## src/rtl/rx_link_ctrl_pkg.sv

```systemverilog
// Shared definitions for the receive-side link controller: FSM state encodings,
// bit positions and field widths, and the even-parity helper.
package rx_link_ctrl_pkg;

  localparam int PAR_BIT   = 9;
  localparam int PAYLOAD_W = 9;
  localparam int ERRCNT_W  = 8;

  typedef enum logic [1:0] {
    S_IDLE  = 2'd0,
    S_CHECK = 2'd1,
    S_RESP  = 2'd2
  } state_t;

  // A word is good when the total count of ones, parity bit included, is even.
  function automatic logic parity_even(input logic [PAR_BIT:0] word);
    return ~^word;
  endfunction

endpackage

```

## src/rtl/rx_fifo.sv

```systemverilog
// Show-ahead FIFO for accepted payloads. Pointers wrap modulo DEPTH (power of two);
// push on full and pop on empty are ignored. The head reads as zero while empty.
module rx_fifo #(
  parameter int WIDTH = 9,
  parameter int DEPTH = 4
) (
  input  logic                     clk,
  input  logic                     reset,
  input  logic                     push,
  input  logic [WIDTH-1:0]         wdata,
  input  logic                     pop,
  output logic [WIDTH-1:0]         rdata,
  output logic                     empty,
  output logic [$clog2(DEPTH):0]   count
);

  localparam int AW = $clog2(DEPTH);
  localparam int CW = AW + 1;

  logic [WIDTH-1:0] mem [DEPTH];
  logic [AW-1:0]    wr_ptr;
  logic [AW-1:0]    rd_ptr;
  logic             full;
  logic             do_push;
  logic             do_pop;

  assign full    = (count == CW'(DEPTH));
  assign empty   = (count == '0);
  assign do_push = push & ~full;
  assign do_pop  = pop & ~empty;
  assign rdata   = empty ? '0 : mem[rd_ptr];

  // NOTE: storage has no reset; pointers and count alone decide which entries are valid.
  always_ff @(posedge clk) begin
    if (do_push) mem[wr_ptr] <= wdata;
  end

  // NOTE: sequential state uses non-blocking assignments so every register samples pre-edge values.
  always_ff @(posedge clk or posedge reset) begin
    if (reset) begin
      wr_ptr <= '0;
      rd_ptr <= '0;
      count  <= '0;
    end else begin
      if (do_push) wr_ptr <= wr_ptr + AW'(1);
      if (do_pop)  rd_ptr <= rd_ptr + AW'(1);
      unique case ({do_push, do_pop})
        2'b10:   count <= count + CW'(1);
        2'b01:   count <= count - CW'(1);
        default: count <= count;
      endcase
    end
  end

endmodule

```

## src/rtl/rx_link_ctrl.sv

```systemverilog
// Receive-side link controller: captures parity-protected words under a valid/ack/nack
// handshake, retries on parity errors and queues good payloads. Optional RX_ERR_COUNT_EN.
module rx_link_ctrl
  import rx_link_ctrl_pkg::*;
#(
  parameter int DEPTH     = 4,
  parameter int MAX_RETRY = 3
) (
  input  logic                 clk,
  input  logic                 reset,
  input  logic                 tx_valid,
  input  logic [PAR_BIT:0]     tx_data,
  output logic                 tx_ack,
  output logic                 tx_nack,
  output logic                 drop,
  output logic [PAYLOAD_W-1:0] rx_data,
  output logic                 rx_valid,
  input  logic                 rx_ready,
  output logic                 fifo_full
`ifdef RX_ERR_COUNT_EN
  ,
  output logic [ERRCNT_W-1:0]  err_count
`endif
);

  localparam int RW = 4;
  localparam int CW = $clog2(DEPTH) + 1;

  state_t             state, state_nx;
  logic [PAR_BIT:0]   word_q, word_nx;
  logic [RW-1:0]      retry_cnt, retry_nx;
  logic               ack_nx, nack_nx, drop_nx;
  logic               push;
  logic               parity_ok;
  logic               fifo_empty;
  logic [CW-1:0]      fifo_count;

  assign parity_ok = parity_even(word_q);
  assign fifo_full = (fifo_count == CW'(DEPTH));
  assign rx_valid  = ~fifo_empty;

  // NOTE: every variable gets a default first, so no path through the case infers a latch.
  always_comb begin
    state_nx = state;
    word_nx  = word_q;
    retry_nx = retry_cnt;
    ack_nx   = 1'b0;
    nack_nx  = 1'b0;
    drop_nx  = 1'b0;
    push     = 1'b0;
    unique case (state)
      S_IDLE: begin
        // A full FIFO stalls the transmitter rather than risking a push with no room.
        if (tx_valid && !fifo_full) begin
          word_nx  = tx_data;
          state_nx = S_CHECK;
        end
      end
      S_CHECK: begin
        state_nx = S_RESP;
        if (parity_ok) begin
          push     = 1'b1;
          ack_nx   = 1'b1;
          retry_nx = '0;
        end else if (retry_cnt < RW'(MAX_RETRY)) begin
          nack_nx  = 1'b1;
          retry_nx = retry_cnt + RW'(1);
        end else begin
          ack_nx   = 1'b1;
          drop_nx  = 1'b1;
          retry_nx = '0;
        end
      end
      S_RESP:  state_nx = S_IDLE;
      default: state_nx = S_IDLE;
    endcase
  end

  always_ff @(posedge clk or posedge reset) begin
    if (reset) begin
      state     <= S_IDLE;
      word_q    <= '0;
      retry_cnt <= '0;
      tx_ack    <= 1'b0;
      tx_nack   <= 1'b0;
      drop      <= 1'b0;
    end else begin
      state     <= state_nx;
      word_q    <= word_nx;
      retry_cnt <= retry_nx;
      tx_ack    <= ack_nx;
      tx_nack   <= nack_nx;
      drop      <= drop_nx;
    end
  end

`ifdef RX_ERR_COUNT_EN
  logic err_inc;
  assign err_inc = (state == S_CHECK) && !parity_ok;

  always_ff @(posedge clk or posedge reset) begin
    if (reset)                                 err_count <= '0;
    else if (err_inc && (err_count != '1))     err_count <= err_count + ERRCNT_W'(1);
  end
`endif

  rx_fifo #(
    .WIDTH (PAYLOAD_W),
    .DEPTH (DEPTH)
  ) u_fifo (
    .clk   (clk),
    .reset (reset),
    .push  (push),
    .wdata (word_q[PAYLOAD_W-1:0]),
    .pop   (rx_ready),
    .rdata (rx_data),
    .empty (fifo_empty),
    .count (fifo_count)
  );

endmodule

```

## config.mk

```make
export PLATFORM = sky130hd
export DESIGN_NAME = rx_link_ctrl
export DESIGN_NICKNAME = d
export VERILOG_FILES = /design/src/rtl/rx_link_ctrl_pkg.sv /design/src/rtl/rx_fifo.sv /design/src/rtl/rx_link_ctrl.sv
export SDC_FILE = /design/constraint.sdc
export NUM_CORES = 1
export LEC_CHECK = 0
export ABC_AREA = 1
export BUFFER_PORTS_ARGS = -buffer_cell sky130_fd_sc_hd__buf_2
export CAP_MARGIN = 20
export CORE_UTILIZATION = 25
export CTS_CLUSTER_SIZE = 10
export DETAILED_ROUTE_END_ITERATION = 16
export PLACE_DENSITY = 0.49
export SYNTH_ARGS = -nofsm -noshare
export SYNTH_HDL_FRONTEND = slang
export SYNTH_SLANG_ARGS = --single-unit
```

## constraint.sdc

```tcl
create_clock -name clk -period 2.77 [get_ports clk]
set_clock_uncertainty 0.2 [all_clocks]
set_input_delay 0.277 -clock clk [delete_from_list [all_inputs] [get_ports clk]]
set_output_delay 0.277 -clock clk [all_outputs]
set_load 0.03 [all_outputs]
```

# --- After elaboration in Yosys (flattened, before gate mapping) ---
# Memories as Yosys holds them, arrays and structs flattened.
# Cells that the tools add are included.
classes:
  n_lt_le_gt_ge: 1
  n_eq_ne: 5
  n_reduce_logical: 7
  add_sub_neg: 5
  n_mux: 18
  n_bitwise: 4
op_table:
  columns: ["operator", "n"]
  rows:
  - ["$mux 1", 12]
  - ["$reduce_xnor 10->1", 1]
  - ["$mux 9", 1]
  - ["$mux 4", 2]
  - ["$pmux 3 s2", 1]
  - ["$add 2x1->2 const B", 2]
  - ["$add 4x1->4 const B", 1]
  - ["$eq 2x1->1 const B", 2]
  - ["$lt 4x2->1 const B", 1]
  - ["$pmux 2 s2", 1]
  - ["$add 3x1->3 const B", 1]
  - ["$eq 3x3->1 const B", 1]
  - ["$logic_not 3->1", 1]
  - ["$sub 3x1->3 const B", 1]
  - ["$and 1x1->1", 2]
  - ["$eq 2x2->1 const B", 1]
  - ["$logic_not 2->1", 1]
  - ["$mux 2", 1]
  - ["$ne 2x2->1 const B", 1]
  - ["$not 1->1", 2]
  - ["$reduce_and 2->1", 1]
  - ["$reduce_bool 2->1", 1]
  - ["$logic_and 1x1->1", 1]
  - ["$logic_not 1->1", 1]
word_totals:
  ram_bits: 36
  word_cells: 50
  in_bits: 14
  n_memories: 1
  reg_bits: 26
memory_table:
  columns: ["memory", "depth", "width", "read_ports", "rd_ports_with_merged_regs", "wr", "line_no", "text"]
  rows:
  - ["u_fifo.mem", 4, 9, 1, 0, 1, "rx_fifo.sv:20", "logic [WIDTH-1:0] mem [DEPTH];"]

# --- Depth between registers and ports, before layout ---
logic_depth:
  word_depth: 6
  mapped_depth: 15
  ltp_nobuf: 15

# --- By module ---
# Synthesis repeated with hierarchy kept, for this count alone.
unflattened:
  cells_unflattened: 320
  hier_area_um2: 2915.3
modules_own_cells:
  columns: ["module", "seq_area_each_um2", "area_per_inst_um2", "cells_each", "instances"]
  rows:
  - ["rx_fifo", 1256.2, 1973.1, 198, 1]
  - ["rx_link_ctrl", 475.5, 942.2, 122, 1]

# --- Worst setup path before layout ---
# OpenSTA, ideal clock, no wires.
synth_timing:
  kind: "register to register"
  startpoint: "register u_fifo.count[0]"
  endpoint: "register u_fifo.count[2]"
  path_stages_with_launch: 10
  n_path_buf: 0
  arrival_ns: 2.063
  period_less_slack_ns: 2.394
  required_ns: 2.439
  setup_ns: 0.131
  setup_slack_ns: 0.376
  cell_sequence: "dfrtp_1 -> nor3_4 -> nor2_1 -> nand3_2 -> ha_1 -> inv_1 -> fa_1 -> a21oi_1 -> o21ai_0 -> xor2_1"
synth_between:
  elab_chain_cells: 5
synth_lines:
  columns: ["item", "line_no", "text"]
  rows:
  - ["start, declared", "rx_fifo.sv:14", "output logic [$clog2(DEPTH):0] count"]
  - ["start signal, assigned", "rx_fifo.sv:48", "2'b10: count <= count + CW'(1);"]
  - ["start signal, assigned", "rx_fifo.sv:49", "2'b01: count <= count - CW'(1);"]
  - ["start signal, assigned", "rx_fifo.sv:50", "default: count <= count;"]
  - ["$eq 3x3->1 *", null, null]
  - ["via fifo_full", "rx_link_ctrl.sv:19", "output logic fifo_full"]
  - ["$not 1->1 *", "rx_fifo.sv:29", "assign do_push = push & ~full;"]
  - ["$and 1x1->1 *", "rx_fifo.sv:29", null]
  - ["$eq 2x1->1 / $eq 2x2->1 (equally long branches)", "rx_fifo.sv:47", "unique case ({do_push, do_pop})"]
  - ["$pmux 3 s2 / $reduce_bool 2->1 (equally long branches)", null, null]
# The timed path passes the listed nets; every way through them passes the cells marked *.
# A chain may end at the register's enable or synchronous reset.

# --- Worst setup path after layout ---
layout_timing:
  startpoint: "register word_q[6]"
  endpoint: "register u_fifo.count[2]"
layout_between:
  elab_chain_cells: 6
layout_lines:
  columns: ["item", "line_no", "text"]
  rows:
  - ["start, declared", "rx_link_ctrl.sv:30", "logic [PAR_BIT:0] word_q, word_nx;"]
  - ["start signal, assigned", "rx_link_ctrl.sv:89", "word_q <= word_nx;"]
  - ["$reduce_xnor 10->1 *", "rx_link_ctrl_pkg.sv:17", "return ~^word;"]
  - ["$mux 1 *", "rx_link_ctrl.sv:61", "if (parity_ok) begin"]
  - ["$mux 1 *", "rx_link_ctrl.sv:51", "unique case (state)"]
  - ["$and 1x1->1 *", "rx_fifo.sv:29", null]
  - ["$eq 2x1->1 / $eq 2x2->1 (equally long branches)", "rx_fifo.sv:47", null]
  - ["$pmux 3 s2 / $reduce_bool 2->1 (equally long branches)", null, null]
# Every way passes the cells marked *; elsewhere a longest branch is shown, timed or not.

==> results.json <==
{
  "ys_seq_area_frac": 0.631,
  "avgViaCountPerCell": 4.14,
  "htreeDepth": 3,
  "die_height_um": 107,
  "cp_common_cell": "nand2_1",
  "first_iter_violations": 64,
  "area_growth_pct": 24.6,
  "ant_nets": 0,
  "rr_worst_depth": 14,
  "layout-drive-gt1-share": 0.199,
  "initial_core_util": 0.262,
  "worstPathCellList": "inv_1, nand2_1, nand2_1, nand2_1, nand3_1, nand2_1, nand2_2, nand3_2, ha_1, inv_1, fa_1, a21oi_1, o21ai_0, xor2_1",
  "dr.pass1.iters": 4,
  "critPathArrivalTime_ns": 2.56,
  "holdPathEnd": "u_fifo.rd_ptr[0]",
  "yosysTopAreaCell": "edfxtp_1",
  "netlist_instances": 264,
  "fin_crit_ns": 2.54,
  "antenna_found_initial": 0,
  "vdd_drop_max_v": 0.000525,
  "insertion_delay_ns": 0.34,
  "crit-reg2reg-capture": "u_fifo.count[2]",
  "vias": 1893,
  "finalHoldViolCount": 0,
  "die_area_mm2": 0.0114,
  "min-delay-start": "rx_ready",
  "critPathMaxStageDelay_ns": 0.47,
  "io_pins": 28,
  "endpoint_kind": "flip-flop",
  "clock.fmax_mhz": 393,
  "finalSetupViolCount": 0,
  "rsz0062_at_grt": "no",
  "grt_max_degree": 27,
  "hold_class": "in -> reg",
  "worst_pin_slew_ns": 0.599,
  "critPathKind": "reg -> reg",
  "cts-buffers-inserted": 9,
  "routed_wl_mm": 5.81,
  "chipWidth_um": 107,
  "placementRows": 37,
  "timing.rr.start": "word_q[6]",
  "final_common_cell": "nand2_1",
  "pre_cts_ws_ns": 0.254,
  "dp_hpwl_mm": 3.81,
  "power_density_mw_per_mm2": 1270,
  "cap_violations": 0,
  "cts_tree": "built",
  "yosysUniqueCellTypes": 25,
  "fin_tns_setup_ns": 0,
  "grt_pass1_wl_mm": 9.39,
  "setup_ws_ns": 0.229,
  "synth.area.top_cells": "edfxtp_1 39%, dfrtp_1 24%, nand2_1 7.1%, nor2_1 6.8%, o21ai_0 3.8%",
  "ys_ff_latch": 62,
  "finish.utilization": 0.327,
  "crit_family": "simple AND/OR/NAND/NOR gates",
  "yosysWarnings": 0,
  "syn-num-nets": 285,
  "gp_congestion": 0.743,
  "path_depth": 14,
  "status": "completed",
  "route.detailed.wl_per_inst_um": 12.7,
  "relSlewSlack": 0.601,
  "cts_buffer_depth": 2,
  "cp_max_fo": 7,
  "synth_top_area_frac": 0.394,
  "cts_sinks": 62,
  "grt-ovfl-total": 0,
  "cp.buffers_inverters": 2,
  "post_cts_buffers": 0,
  "fillers": 1099,
  "cts.clk_slew.worst_paths_ns": 0.07,
  "slowest_stage": "dfrtp_1",
  "avgSynthCellArea_um2": 10.4,
  "cp-start-kind": "flip-flop",
  "fin_crit_sh": 0.917,
  "reg2reg_setup_slack_ns": 0.23,
  "p_leak_nw": 1.49,
  "cp_data_required_time_ns": 2.79,
  "drc": 0,
  "io_buffers": 27,
  "final_nets": 337,
  "grt_pass1_vias": 1861,
  "mostFrequentLayoutCells": "52 x nand2_1, 50 x nor2_1, 36 x edfxtp_1",
  "drv_slew": 0,
  "grtUsageTotal": 0.113,
  "diodes": 0,
  "synth_area_mm2": 0.00274,
  "cts_root_buffer": "clkbuf_8",
  "whs_path_depth": 4,
  "core-area_mm2": 0.0105
}
per-stage QoR:
step	power (mW)	instance area (um^2)	cells	hold slack, ns
detailed placement	3.44	3080	430	0.160
global route	4.69	3420	457	0.156
floorplan	2.91	2740	264	0.117
CTS	4.40	3420	457	0.139
global placement	3.42	3080	430	0.162
finish	4.33	3420	457	0.124
registers in the layout, indices dropped and copies added, names as in the netlist:
| register | cells |
|---|---|
| tx_ack | 1 |
| tx_nack | 1 |
| u_fifo.count | 3 |
| word_q | 10 |
| u_fifo.mem | 36 |
| retry_cnt | 4 |
| u_fifo.rd_ptr | 2 |
| state | 2 |
| u_fifo.wr_ptr | 2 |
| drop | 1 |
worst max-delay path by stage:
stage | start | endpoint
after detailed placement | word_q[6] | u_fifo.count[2]
after global placement | word_q[6] | u_fifo.count[2]
after floorplan | u_fifo.count[0] | u_fifo.count[2]
after CTS | word_q[6] | u_fifo.count[2]
final | word_q[6] | u_fifo.count[2]
after global routing | word_q[6] | u_fifo.count[2]
per-layer routing:
layer / wire, um / share of wire / GRT usage / vias to the layer above
li1: - / - / - / 965
met1: 2720 / 0.47 / 0.141 / 882
met2: 2720 / 0.47 / 0.179 / 35
met3: 251 / 0.043 / 0.0334 / 11
met4: 116 / 0.020 / 0.0528 / 0
met5: 0 / 0 / 0 / -
layout make-up:
| cell class | instances | area [um^2] | share of cell area |
|---|---|---|---|
| clock buffers | 11 | 131 | 0.0384 |
| clock inverters | 5 | 97.6 | 0.0285 |
| inverters | 30 | 113 | 0.0329 |
| multi-input cells | 167 | 871 | 0.255 |
| flip-flops and latches | 62 | 1730 | 0.506 |
| well taps | 136 | 170 | 0.0498 |
| repair buffers | 46 | 305 | 0.0893 |
tightest hold or removal path: stages:
cell	delay, ns
buf_2	0.10
nand2_1	0.10
nor2_1	0.07
nor2_1	0.09
repair_timing:
item | 4_1_cts | 5_1_grt
hold buffers | 11 | 0
hold endpoints to repair | 36 | 0
gates resized for setup | 0 | 0
power breakdown:
| part | switching, mW | internal [mW] |
|---|---|---|
| clock network | 0.332 | 0.592 |
| logic | 1.22 | 0.609 |
| registers | 0.268 | 1.31 |
logic make-up (layout without fill, tap and decap cells):
logic type	count (synthesis)	in the layout	synth area share
buf+inv	35	92	0.0515
simple gates	117	117	0.189
fa+ha+maj	7	7	0.0347
xor+xnor	8	8	0.0255
compound gates	35	35	0.0679
flops	62	62	0.631
synthesized netlist by cell type:
cell,count
nand2_1,52
nor2_1,50
edfxtp_1,36
dfrtp_1,26
inv_1,24
o21ai_0,21
a21oi_1,11
ha_1,6
inv_2,5
xnor2_1,4
xor2_1,4
nand2_2,3
nand3_1,3
o21ai_2,3
buf_2,2
clkbuf_1,2
nand3_2,2
nand4_1,2
nor3_4,2
buf_6,1
clkinv_1,1
fa_1,1
nand4_4,1
nor2_4,1
nor3_1,1
No activity file was read; power rests on OpenSTA's default activity.
